[config.mk]
export PLATFORM = sky130hd
export DESIGN_NAME = fetch_byte_queue
export DESIGN_NICKNAME = d
export VERILOG_FILES = /design/src/rtl/fetch_byte_queue.sv
export SDC_FILE = /design/constraint.sdc
export NUM_CORES = 1
export LEC_CHECK = 0
export CAP_MARGIN = 20
export CORE_UTILIZATION = 42
export DETAILED_ROUTE_END_ITERATION = 10
export GPL_TIMING_DRIVEN = 0
export MAX_ROUTING_LAYER = met4
export PLACE_DENSITY = 0.58
export SETUP_SLACK_MARGIN = 0.02
export SYNTH_ARGS = -nofsm -noshare
export SYNTH_HDL_FRONTEND = slang
export SYNTH_SLANG_ARGS = --single-unit
[constraint.sdc]
create_clock -name clk -period 11.4 [get_ports clk]
set_input_delay 2.28 -clock clk [delete_from_list [all_inputs] [get_ports clk]]
set_output_delay 2.28 -clock clk [all_outputs]
set_load 0.02 [all_outputs]
[src/rtl/fetch_byte_queue.sv]
// Instruction-fetch byte queue: sequential word reads into a circular byte buffer, variable-length retire.
// Optional performance counters are enabled with `define FETCH_PERF_EN.
module fetch_byte_queue #(
   parameter int unsigned ADDRESS_WIDTH = 32,
   parameter int unsigned DATA_WIDTH    = 32,
   parameter int unsigned DEPTH_BYTES   = 16,
   parameter int unsigned WINDOW_BYTES  = 8,
   parameter logic [ADDRESS_WIDTH-1:0] START_ADDRESS = '0
) (
   input  logic                                   clk,
   input  logic                                   reset,
   output logic [ADDRESS_WIDTH-1:0]               o_mem_address,
   output logic                                   o_mem_cmd,
   output logic                                   o_mem_valid,
   input  logic                                   i_mem_ready,
   input  logic [DATA_WIDTH-1:0]                  i_mem_data,
   input  logic                                   i_mem_res_valid,
   output logic [WINDOW_BYTES*8-1:0]              o_window,
   output logic [$clog2(WINDOW_BYTES+1)-1:0]      o_window_count,
   output logic [ADDRESS_WIDTH-1:0]               o_pc,
   input  logic                                   i_consume_valid,
   input  logic [$clog2(WINDOW_BYTES+1)-1:0]      i_consume_bytes,
   input  logic                                   i_redirect,
   input  logic [ADDRESS_WIDTH-1:0]               i_redirect_address,
   output logic                                   o_consume_error
`ifdef FETCH_PERF_EN
  ,output logic [31:0]                            o_stall_cycles,
   output logic [31:0]                            o_words_fetched
`endif
);

   localparam int unsigned WB    = DATA_WIDTH / 8;
   localparam int unsigned PTR_W = $clog2(DEPTH_BYTES);
   localparam int unsigned CNT_W = PTR_W + 1;
   localparam int unsigned WC_W  = $clog2(WINDOW_BYTES + 1);
   localparam logic        MEM_CMD_READ = 1'b0;
   localparam logic [ADDRESS_WIDTH-1:0] WB_A        = ADDRESS_WIDTH'(WB);
   localparam logic [ADDRESS_WIDTH-1:0] START_FETCH = START_ADDRESS - (START_ADDRESS % WB_A);
   localparam logic [CNT_W-1:0]         START_SKIP  = CNT_W'(START_ADDRESS % WB_A);

   typedef enum logic [1:0] {ST_IDLE, ST_REQ, ST_WAIT, ST_DISCARD} state_t;

   state_t                  state_q, state_d;
   logic [7:0]              mem_q [DEPTH_BYTES];
   logic [7:0]              mem_d [DEPTH_BYTES];
   logic [PTR_W-1:0]        head_q, head_d, tail_q, tail_d;
   logic [CNT_W-1:0]        count_q, count_d;
   logic [ADDRESS_WIDTH-1:0] pc_q, pc_d, fetch_q, fetch_d;
   logic [CNT_W-1:0]        skip_q, skip_d;
   logic                    err_q, err_d;

   logic [WC_W-1:0]         win_cnt;
   logic [WC_W-1:0]         rd_cnt;
   logic [CNT_W-1:0]        wr_cnt;
   logic [CNT_W-1:0]        free_cnt;
   logic [PTR_W-1:0]        wr_idx;
   logic                    fill;

   // Decoder window: head bytes, zero beyond the valid count
   always_comb begin
      o_window = '0;
      if (count_q >= CNT_W'(WINDOW_BYTES)) win_cnt = WC_W'(WINDOW_BYTES);
      else                                 win_cnt = WC_W'(count_q);
      for (int unsigned k = 0; k < WINDOW_BYTES; k++) begin
         if (WC_W'(k) < win_cnt) o_window[8*k +: 8] = mem_q[PTR_W'(head_q + PTR_W'(k))];
      end
   end

   // Next-state: fetch FSM, queue fill/retire, redirect override
   always_comb begin
      state_d  = state_q;
      mem_d    = mem_q;
      head_d   = head_q;
      tail_d   = tail_q;
      count_d  = count_q;
      pc_d     = pc_q;
      fetch_d  = fetch_q;
      skip_d   = skip_q;
      err_d    = 1'b0;
      rd_cnt   = '0;
      wr_cnt   = '0;
      wr_idx   = '0;
      fill     = 1'b0;
      free_cnt = CNT_W'(DEPTH_BYTES) - count_q;

      case (state_q)
         ST_IDLE:    if (free_cnt >= CNT_W'(WB)) state_d = ST_REQ;
         ST_REQ:     if (i_mem_ready) state_d = ST_WAIT;
         ST_WAIT: begin
            if (i_mem_res_valid) begin
               fill    = 1'b1;
               wr_cnt  = CNT_W'(WB) - skip_q;
               for (int unsigned k = 0; k < WB; k++) begin
                  if (CNT_W'(k) >= skip_q) begin
                     wr_idx        = PTR_W'(tail_q + PTR_W'(k) - PTR_W'(skip_q));
                     mem_d[wr_idx] = i_mem_data[8*k +: 8];
                  end
               end
               tail_d  = PTR_W'(tail_q + PTR_W'(wr_cnt));
               skip_d  = '0;
               fetch_d = fetch_q + WB_A;
               state_d = ST_IDLE;
            end
         end
         ST_DISCARD: if (i_mem_res_valid) state_d = ST_IDLE;
         default:    state_d = ST_IDLE;
      endcase

      // Over-long consume retires only what the window shows
      if (i_consume_valid) begin
         if (i_consume_bytes > win_cnt) begin
            rd_cnt = win_cnt;
            err_d  = 1'b1;
         end else begin
            rd_cnt = i_consume_bytes;
         end
      end
      head_d  = PTR_W'(head_q + PTR_W'(rd_cnt));
      pc_d    = pc_q + ADDRESS_WIDTH'(rd_cnt);
      count_d = count_q + wr_cnt - CNT_W'(rd_cnt);

      if (i_redirect) begin
         fill    = 1'b0;
         head_d  = '0;
         tail_d  = '0;
         count_d = '0;
         err_d   = 1'b0;
         pc_d    = i_redirect_address;
         fetch_d = i_redirect_address - (i_redirect_address % WB_A);
         skip_d  = CNT_W'(i_redirect_address % WB_A);
         case (state_q)
            ST_REQ:     state_d = i_mem_ready ? ST_DISCARD : ST_IDLE;
            ST_WAIT,
            ST_DISCARD: state_d = i_mem_res_valid ? ST_IDLE : ST_DISCARD;
            default:    state_d = ST_IDLE;
         endcase
      end
   end

   always_ff @(posedge clk) begin
      if (reset) begin
         state_q <= ST_IDLE;
         head_q  <= '0;
         tail_q  <= '0;
         count_q <= '0;
         pc_q    <= START_ADDRESS;
         fetch_q <= START_FETCH;
         skip_q  <= START_SKIP;
         err_q   <= 1'b0;
      end else begin
         state_q <= state_d;
         head_q  <= head_d;
         tail_q  <= tail_d;
         count_q <= count_d;
         pc_q    <= pc_d;
         fetch_q <= fetch_d;
         skip_q  <= skip_d;
         err_q   <= err_d;
      end
   end

   // Byte storage needs no reset: bytes beyond count are never exposed
   always_ff @(posedge clk) begin
      mem_q <= mem_d;
   end

`ifdef FETCH_PERF_EN
   logic [31:0] stall_q, words_q;

   always_ff @(posedge clk) begin
      if (reset) begin
         stall_q <= '0;
         words_q <= '0;
      end else begin
         if (win_cnt < WC_W'(WINDOW_BYTES) && !i_redirect) stall_q <= stall_q + 32'd1;
         if (fill) words_q <= words_q + 32'd1;
      end
   end

   assign o_stall_cycles  = stall_q;
   assign o_words_fetched = words_q;
`endif

   assign o_mem_address   = fetch_q;
   assign o_mem_cmd       = MEM_CMD_READ;
   assign o_mem_valid     = (state_q == ST_REQ);
   assign o_window_count  = win_cnt;
   assign o_pc            = pc_q;
   assign o_consume_error = err_q;

endmodule

Yosys cells after proc, flatten, opt, wreduce, memory -nomap -nowiden
Index checks and enable logic that the tools add are counted.

Output and inout bits: 135. Bits in read-only memories: 0. Bits in latches: 0. Memories kept: 0. Logic and storage cells: 185. Bits in registers: 210. Bits in writable memories: 0.

Multiplexer cells: 75. Reduce and logical (&&, ||, !) cells: 13. Equality and inequality tests: 6. Shift-type cells: 0. Div/mod/pow operators: 0. Add/subtract/negate cells: 23. $lt $le $gt $ge: 31. Multiply operators: 0. Bitwise logic cells: 13.

Operators with widths (number): $mux 128 (10); $bwmux 128 (4); $bmux 8 s4 (8); $mux 8 (28); $demux 8 s4 (4); $mux 32 (4); $ge 5x5->1 const B (12); $not 4->5 (12); $add 32x3->32 const B (1); $add 32x4->32 (1); $sub 32x2->32 (1); $lt 5x1->1 const B (4); $mux 2 (9); $add 4x2->4 const B (4); $add 4x3->4 const B (4); $lt 3x4->1 const A (4); $sub 4x2->4 (4); $mux 4 (3); $mux 5 (2); $add 4x1->4 const B (2); $add 4x4->4 (2); $lt 1x4->1 const A (2); $lt 2x4->1 const A (2); $ne 3x1->1 const B (2); other kinds (23) (32).

Longest topological paths before layout
Depth in word-level cells: 20. Mapped depth: 17. Depth with buffers taken out: 16.

Worst setup path before layout
No wires, ideal clock.

Kind: input to register. Start: input port i_mem_res_valid. End: register count_q[4]. Arrival time: 5825 ps. Data required time: 11272 ps. Slack: 5447 ps. Stages: 11. Cell sequence: nand3b_1 -> clkbuf_1 -> inv_2 -> nand2_1 -> fa_1 -> inv_1 -> fa_1 -> a21o_1 -> a21oi_1 -> xnor2_1 -> nor2_1.

Word-level cells in the longest chain between the ends: 4.

RTL lines: start: declaration (RTL line 17) `input logic i_mem_res_valid,`; $mux 5 (RTL line 90) `if (i_mem_res_valid) begin`; $mux 5 (RTL line 86) `case (state_q)`; $add 5x5->5 (RTL line 120) `count_d = count_q + wr_cnt - CNT_W'(rd_cnt);`; $sub 5x4->5 (RTL line 120); end signal: assignment (RTL line 154) `count_q <= count_d;`; end: declaration (RTL line 47) `logic [CNT_W-1:0] count_q, count_d;`.

Every way passes these cells. A chain may end at the register's enable or synchronous reset.

Worst setup path in the final report
Start: register head_q[1]. End: output port o_window[14].

Word-level cells in the longest chain between the ends: 6.

RTL lines: start: declaration (RTL line 46) `logic [PTR_W-1:0] head_q, head_d, tail_q, tail_d;`; start signal: assignment (RTL line 143) `head_q <= '0;`; start signal: assignment (RTL line 152) `head_q <= head_d;`; $add 4x1->4 (RTL line 65) `if (WC_W'(k) < win_cnt) o_window[8*k +: 8] = mem_q[PTR_W'(head_q + PTR_W'(k))];`; $not 4->5 (not written as such) (RTL line 65); $bmux 8 s4 (RTL line 65); $mux 8 (not written as such) (2 in a row) (RTL line 65); $mux 8 (RTL line 65); end: declaration (RTL line 18) `output logic [WINDOW_BYTES*8-1:0] o_window,`.

Every way passes these cells. The select of a mux whose other input is x is not followed.

==> qor.csv <==
metric,value,unit
wl_met2,39.8,mm
rows,78,
end_kind,output pin,
critical_path_class,flip-flop to output pin,
ys_warn_count,0,
postSynth.asyncResetShare,0,%
fin_skew,0.0171,ns
dr.pass1.iters,7,
ff2ff_path_depth,16,
holdPathStages,2,
critPathMaxFanout,10,
p_comb_share,47.2,%
maxCapViolCount,0,
cp_slowest_cell,buf_1,
drt_iter0_drc,3186,
max_freq,127,MHz
drive_gt1_share,14.9,%
n_antenna_cell,0,
rsz0062_at_grt,false,
dieArea,0.0466,sq mm
insertion_delay,0.57,ns
dp_hpwl,75.7,mm
peakVddDrop,0.136,mV
setup_violations,0,
syn_to_final_growth,18.3,%
hp-start,o_pc[31]$_SDFF_PP0_,
fin_cells,2670,
hold_class,flip-flop to flip-flop,
mostFrequentLayoutCell,clkdlybuf4s50_1,
netlist_area,0.0192,sq mm
min_period,7.85,ns
die-width,216,um
worst_setup_path_start_kind,flip-flop,
slowest_delay,0.71,ns
cts_buffer_depth,3,
leakage,0.00710,uW
crit_chain,clkbuf_1 -> buf_2 -> inv_1 -> ha_1 -> buf_4 -> buf_4 -> buf_1 -> mux4_2 -> mux4_2 -> nor2b_1 -> clkdlybuf4s50_1,
multiInputGateArea,0.0127,sq mm
p_seq_share,26.6,%
grt_pass1_wl,134,mm
critical_path_arrival,5.57,ns
ant_nets,0,
place_congestion,1.06,
place_area,0.0218,sq mm
nets,2173,
period_share,68.8,%
grt.total_usage,41.7,%
syn_inst,1835,
path_clk_slew,0.06,ns
clkPwrFrac,26.2,%
yosysSeqAreaShare,28.3,%
finalWirelength,97.0,mm
r2r_start,count_q[4]$_SDFF_PP0_,
required,9.12,ns
wl_met1,37.4,mm
vias,19600,
grt_pass1_vias,17900,
final_cell_mix,"clkdlybuf4s50_1, mux4_2, nor3_1",
min_to,o_pc[31]$_SDFF_PP0_,
worst_pin_slew,1.27,ns
port-buffer-count,180,
chipHeight,216,um
grt_max_degree,80,
final_cell_area,0.0227,sq mm
rrSetupSlack,6.28,ns
cts_resized,0,
routed.top_layer,met4,
final-max-slew-violation-count,0,
ys_ff_latch,208,
r2r-end,o_pc[10]$_SDFF_PP0_,
fillCellCount,4183,
switchingPower,1360,uW
post_cts_buffers,0,
p_sw_share,39.9,%
dpl.cell_count,2619,
synth.distinct_cells,76,
core_area,0.0453,sq mm
status,"finished, final reports clean",
final-seq-area,0.00545,sq mm
p_int,2050,uW
post_drt_via_cell_ratio,7.35,
ctsHoldBuffers,0,
num_io_pins,209,
met3WireLength,13.6,mm
ys.flop_type,edfxtp_1,
slew_headroom,15.6,%
setup_tns,0,ns
cts_tree,yes,
synth_edf_count,128,
power.density,150,mW/mm^2
numCtsBuffers,27,
syn_area_per_cell,10.5,sq um
hold_ws,0.540,ns
antenna_found_initial,1,
clock-sinks,208,
globalRoute.totalOverflow,0,
routedWlPerCell,36.3,um
clockRootBuffer,clkbuf_16,
drc,0,
hold_violations,0,
h-tree-depth,1,
initial_utilization,42.4,%
==> registers in the layout (all words and copies together) (netlist names) <==
register,count
o_mem_address,30
o_consume_error,1
tail_q,4
mem_q,128
count_q,5
state_q,2
head_q,4
skip_q,2
o_pc,32
==> logic make-up after synthesis <==
kind of cell | after synthesis | synth area share, %
buffers and inverters | 248 | 5.58
other | 1 | 0.0195
AND/OR/NAND/NOR | 483 | 14.0
flip-flops | 208 | 28.3
adder cells (fa/ha/maj) | 49 | 3.58
AO/OA/AOI/OAI | 572 | 22.8
multiplexers | 196 | 21.7
XOR/XNOR | 78 | 4.04
==> worst max-delay path by stage <==
stage	start	slack, ns	cells after the start	end
floorplan	i_mem_res_valid	5.45	11	count_q[4]$_SDFF_PP0_
finish	head_q[1]$_SDFF_PP0_	3.55	11	o_window[14]
global placement	i_mem_res_valid	2.88	12	count_q[4]$_SDFF_PP0_
global route	head_q[1]$_SDFF_PP0_	3.39	11	o_window[14]
detailed placement	head_q[1]$_SDFF_PP0_	4.21	11	o_window[14]
CTS	head_q[1]$_SDFF_PP0_	3.62	11	o_window[14]
==> power groups by stage <==
stage	clock network (uW)	registers, uW	logic (uW)
after global routing	914	910	1680
after detailed placement	0	919	1580
after global placement	0	918	1570
final	891	908	1610
after floorplan	0	914	950
after CTS	888	903	1580
==> synthesized netlist by cell type (24+ instances only) <==
cell type,number,area (sq um)
nand4_1,27,169
o31ai_1,129,968
and2_1,45,282
edfxtp_1,128,3840
nand2_1,54,203
nor2b_1,63,394
clkbuf_1,109,409
ha_1,39,488
buf_1,33,124
a221oi_1,129,1130
xnor2_1,26,228
a22oi_1,64,480
a21boi_0,24,180
dfxtp_1,80,1600
a211oi_1,42,315
nor3_1,133,666
inv_1,50,188
nor2_1,51,191
nand3_1,29,145
xor2_1,43,377
buf_2,33,165
a21oi_1,40,200
a32oi_1,64,561
mux4_2,176,3960
==> stage by stage <==
stage	utilization, %	setup slack [ns]	total power (uW)
floorplan	-	5.45	1860
global placement	48.1	2.88	2490
detailed placement	48.2	4.21	2500
CTS	50.2	3.62	3370
global route	50.2	3.39	3510
finish	50.2	3.55	3410
==> critical path: cells and delay by family (launching register included) <==
kind                       cells  cell delay [ns]
buffers and inverters          7             3.00
muxes                          2             1.03
DFF                            1             0.49
adders and majority gates      1             0.32
and+or+nand+nor                1             0.15
==> per-layer routing <==
layer,vias to the layer above,global-route usage [%]
met5,-,-
met4,0,20.3
met3,305,14.0
met2,1680,57.4
met1,9667,54.4
li1,7972,-
==> final cells by class <==
cell class / count / share of cell area (%)
buffer: 195 / 3.84
clock buffer: 46 / 3.79
timing repair buffer: 184 / 8.16
inverter: 53 / 0.897
multi-input combinational: 1381 / 55.9
tap: 600 / 3.30
clock inverter: 3 / 0.193
sequential: 208 / 23.9
No activity file was read; power rests on OpenSTA's default activity.
